===== config.mk =====
export PLATFORM = sky130hd
export DESIGN_NAME = if_fetch_ctrl_flat
export DESIGN_NICKNAME = d
export VERILOG_FILES = /design/src/rtl/if_pkg.sv /design/src/rtl/if_fetch_ctrl_if.sv /design/src/rtl/if_ibuf.sv /design/src/rtl/if_fetch_ctrl.sv /design/src/flat_wrapper.sv
export SDC_FILE = /design/constraint.sdc
export NUM_CORES = 1
export LEC_CHECK = 0
export BUFFER_PORTS_ARGS = -buffer_cell sky130_fd_sc_hd__buf_4
export CAP_MARGIN = 5
export CORE_MARGIN = 4
export CORE_UTILIZATION = 49
export DETAILED_ROUTE_END_ITERATION = 10
export PLACE_DENSITY = 0.86
export SETUP_SLACK_MARGIN = 0.3
export SLEW_MARGIN = 0
export SYNTH_ARGS = -nofsm -noshare
export SYNTH_HDL_FRONTEND = slang
export SYNTH_SLANG_ARGS = --single-unit

===== constraint.sdc =====
create_clock -name clk -period 2.6 [get_ports clk]
set_input_delay 0.52 -clock clk [delete_from_list [all_inputs] [get_ports clk]]
set_output_delay 0.52 -clock clk [all_outputs]
set_load 0.03 [all_outputs]

===== src/rtl/if_pkg.sv =====
// Shared types for the instruction-fetch controller: widths, FSM states, buffer entry.
// Define IF_SKID_BUF_EN for a 2-deep instruction buffer; otherwise a single register.
package if_pkg;

  localparam int PC_W    = 30;
  localparam int INSTR_W = 32;

`ifdef IF_SKID_BUF_EN
  localparam int IBUF_DEPTH = 2;
`else
  localparam int IBUF_DEPTH = 1;
`endif

  localparam int CNT_W = $clog2(IBUF_DEPTH + 1);

  typedef enum logic [1:0] {
    RST_IDLE,
    REQ,
    WAIT,
    DROP
  } if_state_t;

  typedef struct packed {
    logic [PC_W-1:0]    pc;
    logic [INSTR_W-1:0] instr;
  } if_entry_t;

endpackage


===== src/rtl/if_fetch_ctrl_if.sv =====
// Fetch-side bus bundle: imem request/response channel plus the IF/ID handoff.
// master = fetch controller, slave = memory/decode environment.
interface if_fetch_ctrl_if
  import if_pkg::*;
  ();

  logic               imem_req_valid;
  logic               imem_req_ready;
  logic [PC_W-1:0]    imem_addr;
  logic               imem_rsp_valid;
  logic [INSTR_W-1:0] imem_rsp_data;
  logic               if_valid;
  logic [INSTR_W-1:0] if_instr;
  logic [PC_W-1:0]    if_pc;
  logic               id_ready;

  modport master (
    output imem_req_valid, imem_addr, if_valid, if_instr, if_pc,
    input  imem_req_ready, imem_rsp_valid, imem_rsp_data, id_ready
  );

  modport slave (
    input  imem_req_valid, imem_addr, if_valid, if_instr, if_pc,
    output imem_req_ready, imem_rsp_valid, imem_rsp_data, id_ready
  );

endinterface


===== src/rtl/if_ibuf.sv =====
// FIFO of fetched {pc, instr}; push visible at head one cycle later, flush beats push/pop.
// Push is ignored when full unless a pop frees the slot in the same cycle.
module if_ibuf
  import if_pkg::*;
#(
  parameter int DEPTH = IBUF_DEPTH
) (
  input  logic                         clk,
  input  logic                         rst_n,
  input  logic                         i_push,
  input  if_entry_t                    i_push_entry,
  input  logic                         i_pop,
  input  logic                         i_flush,
  output logic [$clog2(DEPTH+1)-1:0]   o_count,
  output if_entry_t                    o_head
);

  localparam int CW    = $clog2(DEPTH + 1);
  localparam int PTR_W = (DEPTH > 1) ? $clog2(DEPTH) : 1;

  if_entry_t        r_mem [DEPTH];
  logic [PTR_W-1:0] r_rd_ptr;
  logic [PTR_W-1:0] r_wr_ptr;
  logic [CW-1:0]    r_count;
  logic             w_push;
  logic             w_pop;

  function automatic logic [PTR_W-1:0] ptr_inc(input logic [PTR_W-1:0] p);
    return (p == PTR_W'(DEPTH - 1)) ? '0 : p + 1'b1;
  endfunction

  assign w_pop  = i_pop && (r_count != '0);
  assign w_push = i_push && ((r_count != CW'(DEPTH)) || w_pop);

  always_ff @(posedge clk or negedge rst_n) begin
    if (!rst_n) begin
      r_rd_ptr <= '0;
      r_wr_ptr <= '0;
      r_count  <= '0;
      for (int i = 0; i < DEPTH; i++) r_mem[i] <= '0;
    end else if (i_flush) begin
      r_rd_ptr <= '0;
      r_wr_ptr <= '0;
      r_count  <= '0;
    end else begin
      if (w_push) begin
        r_mem[r_wr_ptr] <= i_push_entry;
        r_wr_ptr        <= ptr_inc(r_wr_ptr);
      end
      if (w_pop) r_rd_ptr <= ptr_inc(r_rd_ptr);
      case ({w_push, w_pop})
        2'b10:   r_count <= r_count + 1'b1;
        2'b01:   r_count <= r_count - 1'b1;
        default: r_count <= r_count;
      endcase
    end
  end

  assign o_count = r_count;
  assign o_head  = r_mem[r_rd_ptr];

endmodule


===== src/rtl/if_fetch_ctrl.sv =====
// Fetch controller: one outstanding imem request, responses buffered for decode (1 instr / 2 cycles max).
// Requests are withheld while the buffer is full; redirect flushes the buffer and drops in-flight data.
module if_fetch_ctrl
  import if_pkg::*;
#(
  parameter logic [PC_W-1:0] RESET_PC = 30'd0
) (
  input  logic               clk,
  input  logic               rst_n,
  output logic [PC_W-1:0]    o_cur_pc,
  input  logic [PC_W-1:0]    i_next_pc,
  input  logic               i_redirect,
  if_fetch_ctrl_if.master    bus
);

  if_state_t        r_state, w_state_nxt;
  logic [PC_W-1:0]  r_cur_pc, w_cur_pc_nxt;
  logic [PC_W-1:0]  r_req_pc, w_req_pc_nxt;
  logic             w_push;
  logic             w_pop;
  logic             w_room;
  logic             w_accept;
  logic [CNT_W-1:0] w_count;
  if_entry_t        w_head;
  if_entry_t        w_push_entry;

  assign w_room   = (w_count < CNT_W'(IBUF_DEPTH));
  assign w_accept = bus.imem_req_valid && bus.imem_req_ready;

  always_ff @(posedge clk or negedge rst_n) begin
    if (!rst_n) begin
      r_state  <= RST_IDLE;
      r_cur_pc <= RESET_PC;
      r_req_pc <= '0;
    end else begin
      r_state  <= w_state_nxt;
      r_cur_pc <= w_cur_pc_nxt;
      r_req_pc <= w_req_pc_nxt;
    end
  end

  // PC only ever moves to next_pc; increment lives in the next-PC unit.
  always_comb begin
    w_state_nxt  = r_state;
    w_cur_pc_nxt = r_cur_pc;
    w_req_pc_nxt = r_req_pc;
    w_push       = 1'b0;
    case (r_state)
      RST_IDLE: w_state_nxt = REQ;
      REQ: begin
        if (w_accept) begin
          w_cur_pc_nxt = i_next_pc;
          if (i_redirect) begin
            w_state_nxt = DROP;
          end else begin
            w_req_pc_nxt = r_cur_pc;
            w_state_nxt  = WAIT;
          end
        end else if (i_redirect) begin
          w_cur_pc_nxt = i_next_pc;
        end
      end
      WAIT: begin
        if (i_redirect) w_cur_pc_nxt = i_next_pc;
        if (bus.imem_rsp_valid) begin
          w_push      = !i_redirect;
          w_state_nxt = REQ;
        end else if (i_redirect) begin
          w_state_nxt = DROP;
        end
      end
      DROP: begin
        if (i_redirect) w_cur_pc_nxt = i_next_pc;
        if (bus.imem_rsp_valid) w_state_nxt = REQ;
      end
      default: w_state_nxt = RST_IDLE;
    endcase
  end

  assign w_push_entry = '{pc: r_req_pc, instr: bus.imem_rsp_data};
  assign w_pop        = bus.if_valid && bus.id_ready;

  if_ibuf #(
    .DEPTH (IBUF_DEPTH)
  ) u_ibuf (
    .clk          (clk),
    .rst_n        (rst_n),
    .i_push       (w_push),
    .i_push_entry (w_push_entry),
    .i_pop        (w_pop),
    .i_flush      (i_redirect),
    .o_count      (w_count),
    .o_head       (w_head)
  );

  assign o_cur_pc           = r_cur_pc;
  assign bus.imem_req_valid = (r_state == REQ) && w_room;
  assign bus.imem_addr      = r_cur_pc;
  assign bus.if_valid       = (w_count != '0);
  assign bus.if_instr       = w_head.instr;
  assign bus.if_pc          = w_head.pc;

endmodule

===== src/flat_wrapper.sv =====
// flat-port wrapper written by rule: the top's interface ports become plain ports
module if_fetch_ctrl_flat import if_pkg::*;
#(
  parameter logic [PC_W-1:0] RESET_PC = 30'd0
)
  (clk, rst_n, o_cur_pc, i_next_pc, i_redirect, bus_imem_req_valid, bus_imem_addr, bus_if_valid, bus_if_instr, bus_if_pc, bus_imem_req_ready, bus_imem_rsp_valid, bus_imem_rsp_data, bus_id_ready);
  if_fetch_ctrl_if bus_i ();
  input  logic clk;
  input  logic rst_n;
  output logic [PC_W-1:0] o_cur_pc;
  input  logic [PC_W-1:0] i_next_pc;
  input  logic i_redirect;
  output wire logic [$bits(bus_i.imem_req_valid)-1:0] bus_imem_req_valid;
  output wire logic [$bits(bus_i.imem_addr)-1:0] bus_imem_addr;
  output wire logic [$bits(bus_i.if_valid)-1:0] bus_if_valid;
  output wire logic [$bits(bus_i.if_instr)-1:0] bus_if_instr;
  output wire logic [$bits(bus_i.if_pc)-1:0] bus_if_pc;
  input wire logic [$bits(bus_i.imem_req_ready)-1:0] bus_imem_req_ready;
  input wire logic [$bits(bus_i.imem_rsp_valid)-1:0] bus_imem_rsp_valid;
  input wire logic [$bits(bus_i.imem_rsp_data)-1:0] bus_imem_rsp_data;
  input wire logic [$bits(bus_i.id_ready)-1:0] bus_id_ready;
  assign bus_imem_req_valid = bus_i.imem_req_valid;
  assign bus_imem_addr = bus_i.imem_addr;
  assign bus_if_valid = bus_i.if_valid;
  assign bus_if_instr = bus_i.if_instr;
  assign bus_if_pc = bus_i.if_pc;
  assign bus_i.imem_req_ready = bus_imem_req_ready;
  assign bus_i.imem_rsp_valid = bus_imem_rsp_valid;
  assign bus_i.imem_rsp_data = bus_imem_rsp_data;
  assign bus_i.id_ready = bus_id_ready;
  if_fetch_ctrl #(.RESET_PC(RESET_PC)) u_core (.clk(clk), .rst_n(rst_n), .o_cur_pc(o_cur_pc), .i_next_pc(i_next_pc), .i_redirect(i_redirect), .bus(bus_i));
endmodule

==> metrics.md <==
| Metric | Value |
|---|---|
| Outcome | `finished, final reports clean` |
| Inst Count DP | `604` |
| Crit path capture type | `flip-flop` |
| Most numerous cell in the Yosys netlist | `dfrtp_1` |
| Levels on crit path | `7` |
| Family with the most delay on the worst path | `simple AND/OR/NAND/NOR gates` |
| Clock Skews | `0.008946 ns` |
| Cells after synthesis | `315` |
| Area of the multi-input gates | `1556 um2` |
| Total gr overflow | `0` |
| DR WL/cell | `17.00 um` |
| Worst Path Buf+Inv | `2` |
| Number of setup buffers added after CTS | `0` |
| Reg2reg end | `u_core.bus.imem_addr[10]` |
| Final WL | `10820 um` |
| Slew Limit Fails | `0` |
| Critical-path maximum fanout | `16` |
| Leakage | `3.375 nW` |
| Final hold violations | `0` |
| Setup violations, final | `0` |
| WS Path Type | `flip-flop to flip-flop` |
| Chip Height | `109.0 um` |
| Unique masters post-synth | `20` |
| PnR Total Power | `11.05 mW` |
| Finished Layout Cells | `636` |
| Type of origin of the critical path | `flip-flop` |
| Core Util, Final | `70.79%` |
| PD cells | `1582 nW/um2` |
| Int Pwr | `6.643 mW` |
| Initial antenna violation count | `0` |
| Vias/cell | `4.917` |
| Post-route DRC | `0` |
| PortBufs | `191` |
| Worst EP arrival | `2.60 ns` |
| Tcrit/Tclk final | `85.70%` |
| Antenna diode count | `0` |
| R2R Path Start | `u_core.r_state[1]` |
| Layout area overhead | `39.77%` |
| YS warnings | `0` |
| CTS Sinks | `125` |
| Die ar. | `11880 um2` |
| CP Data Required Time | `2.97 ns` |
| CTS max path bufs | `2` |
| Synthesized area per cell | `15.86 um2` |
| CTS Buf Count | `17` |
| I/O pin total | `192` |
| Number of global-route vias before repair | `3358` |
| Via Count | `3127` |
| Layout fillers | `690` |
| Tmin final | `2.228 ns` |
| Max stage delay cell, worst path | `dfrtp_1` |
| Top cells by area, synth | `dfrtp_1 (63%), mux2_2 (27%), buf_4 (4.5%)` |
| Critical Path Start | `u_core.r_state[1]` |
| Yosys top cell area share | `62.61%` |
| Share of layout cells above drive strength 1 | `70.18%` |
| 1st-iter DRT viols | `121` |
| Comb power frac | `46.9%` |
| Synth Cell Area | `4996 um2` |
| H-tree depth | `4` |
| Register area share after synthesis | `62.61%` |
| FMAX | `0.4488 GHz` |
| Global-route wire length before repair | `16700 um` |
| Register-to-Register Setup Slack | `0.37 ns` |
| Setup TNS | `0 ns` |
| Largest net degree at the start of global routing | `57` |
| Core area | `9864 um2` |
| Max cap viols | `0` |
| Effective utilization at floorplan | `50.65%` |
| Post-synthesis register bit count | `125` |
| Placer Congestion | `0.7445` |
| Sw Ratio | `39.87%` |
| Final ANT Viol Nets | `0` |
| Worst-Skew Late Latency | `0.49 ns` |
| RSZ-0062 raised after global routing | `true` |
| Relative slew margins | `68.61%` |
| Die Wd | `109.0 um` |
| Row count | `36` |
| Worst-path cell chain | `inv_1 -> ha_1 -> nand3b_1 -> or3_4 -> a21oi_4 -> buf_4 -> mux2_2` |
| Fin worst setup slack | `0.3718 ns` |
| CP max stage delay | `0.40 ns` |
| Clock network fraction of total power | `20.7%` |
| Yosys top cell by area | `dfrtp_1` |
| R2R depth | `7` |
| CTS root buffer | `clkbuf_8` |
| DPL Wire Length | `7950 um` |
| Post-synth EDFFs | `0` |
| Worst-path clk slew | `0.05 ns` |
| CTS tree | `built` |
| Register area | `3128 um2` |
| Worst VDD drop | `0.8336 mV` |
| Pre-CTS setup slack | `0.3905 ns` |
| GRT Util Overall | `18.39%` |
| TritonRoute pass-1 iters | `4` |
| Async SR Flop Fraction | `100.0%` |
| Min-delay worst type | `input pin to flip-flop` |
| Sequential power share | `32.3%` |
| Most frequent cells after synthesis | `dfrtp_1 (125), mux2_2 (120), buf_4 (30), buf_2 (10)` |
| Top_reg_cell synth | `dfrtp_1` |
| # nets final | `563` |
| Critical Path Sink | `u_core.bus.imem_addr[10]` |
| Psw | `4.405 mW` |
| Synthesized Nets | `387` |
| Worst-margin pin slew | `0.4708 ns` |
==> worst reg2reg max path: stages, from the launching register on <==
cell and delay (ns):
dfrtp_1 0.40, inv_1 0.11, ha_1 0.25, nand3b_1 0.19, or3_4 0.38, a21oi_4 0.16
buf_4 0.25, mux2_2 0.38
==> routing by layer <==
| metal | GRT usage (%) | routed length (um) | vias to the layer above |
|---|---|---|---|
| li1 | - | - | 1422 |
| met1 | 20.85 | 4007 | 1569 |
| met2 | 32.06 | 5754 | 119 |
| met3 | 5.980 | 844 | 17 |
| met4 | 7.304 | 209 | 0 |
| met5 | 0 | 0 | - |
==> layout by cell type, fill, tap and decap left out, drive strengths merged <==
| cell type | count |
|---|---|
| bufinv | 3 |
| dfrtp | 125 |
| buf | 199 |
| or3 | 1 |
| a211oi | 1 |
| mux2 | 122 |
| inv | 4 |
| clkinvlp | 2 |
| clkbuf | 20 |
| nand2 | 2 |
| nor3b | 1 |
| dlygate4sd3 | 1 |
| nand3b | 1 |
| nor2 | 1 |
| mux2i | 2 |
| ha | 4 |
| a21oi | 3 |
| o21ai | 2 |
| nand2b | 1 |
| clkinv | 6 |
| nor2b | 2 |
==> flip-flops by register name, indices dropped and copies added (netlist names) <==
signal,flops
u_core.u_ibuf.r_mem,62
u_core.bus.imem_addr,30
u_core.r_req_pc,30
u_core.r_state,2
u_core.u_ibuf.o_count,1
==> worst min-delay path by stage <==
stage | from | to | slack, ns | cells after the start
finish | i_redirect | u_core.u_ibuf.o_count | 0.25 | 2
CTS | i_redirect | u_core.u_ibuf.o_count | 0.21 | 2
floorplan | rst_n | u_core.bus.imem_addr[0] | 0.22 | 0
global route | i_redirect | u_core.u_ibuf.o_count | 0.22 | 2
detailed placement | rst_n | u_core.u_ibuf.r_mem[24] | 0.49 | 1
global placement | u_core.r_req_pc[28] | u_core.u_ibuf.r_mem[60] | 0.48 | 1
==> metrics by stage <==
step           hold slack [ns]  cell area [um2]
4_1_cts                 0.2129             6983
3_3_place_gp            0.4827             6385
2_1_floorplan           0.2244             4996
5_1_grt                 0.2226             6983
6_report                0.2465             6983
3_5_place_dp            0.4920             6385
==> power groups by stage <==
stage	Clock, mW	Sequential (mW)	Combinational, mW
2_1_floorplan	0	4.90	2.17
6_report	2.29	3.57	5.19
3_5_place_dp	0	3.61	5.23
5_1_grt	2.44	3.71	5.45
4_1_cts	2.34	3.59	5.25
3_3_place_gp	0	3.54	5.12
==> kinds of logic after synthesis <==
group                    after synthesis  synth area share, %
adder cells (fa/ha/maj)                4                1.002
flip-flops                           125                62.61
AND/OR/NAND/NOR                        9                1.127
multiplexers                         124                27.90
buffers and inverters                 47                6.486
AO/OA/AOI/OAI                          6               0.8767
==> cell type report <==
class | instances | share of cell area (%)
flip-flops and latches | 125 | 44.79
well taps | 133 | 2.383
clock inverters | 11 | 2.043
multi-input cells | 143 | 22.29
clock buffers | 20 | 6.379
repair buffers | 200 | 21.90
inverters | 4 | 0.2150
==> repair_timing <==
action | CTS | global route
resized for setup | 0 | 0
endpoints found under the hold margin | 31 | 0
hold buffers | 1 | 0
endpoints found under the setup margin | 0 | 4
Power figures use the tool's default switching activity.
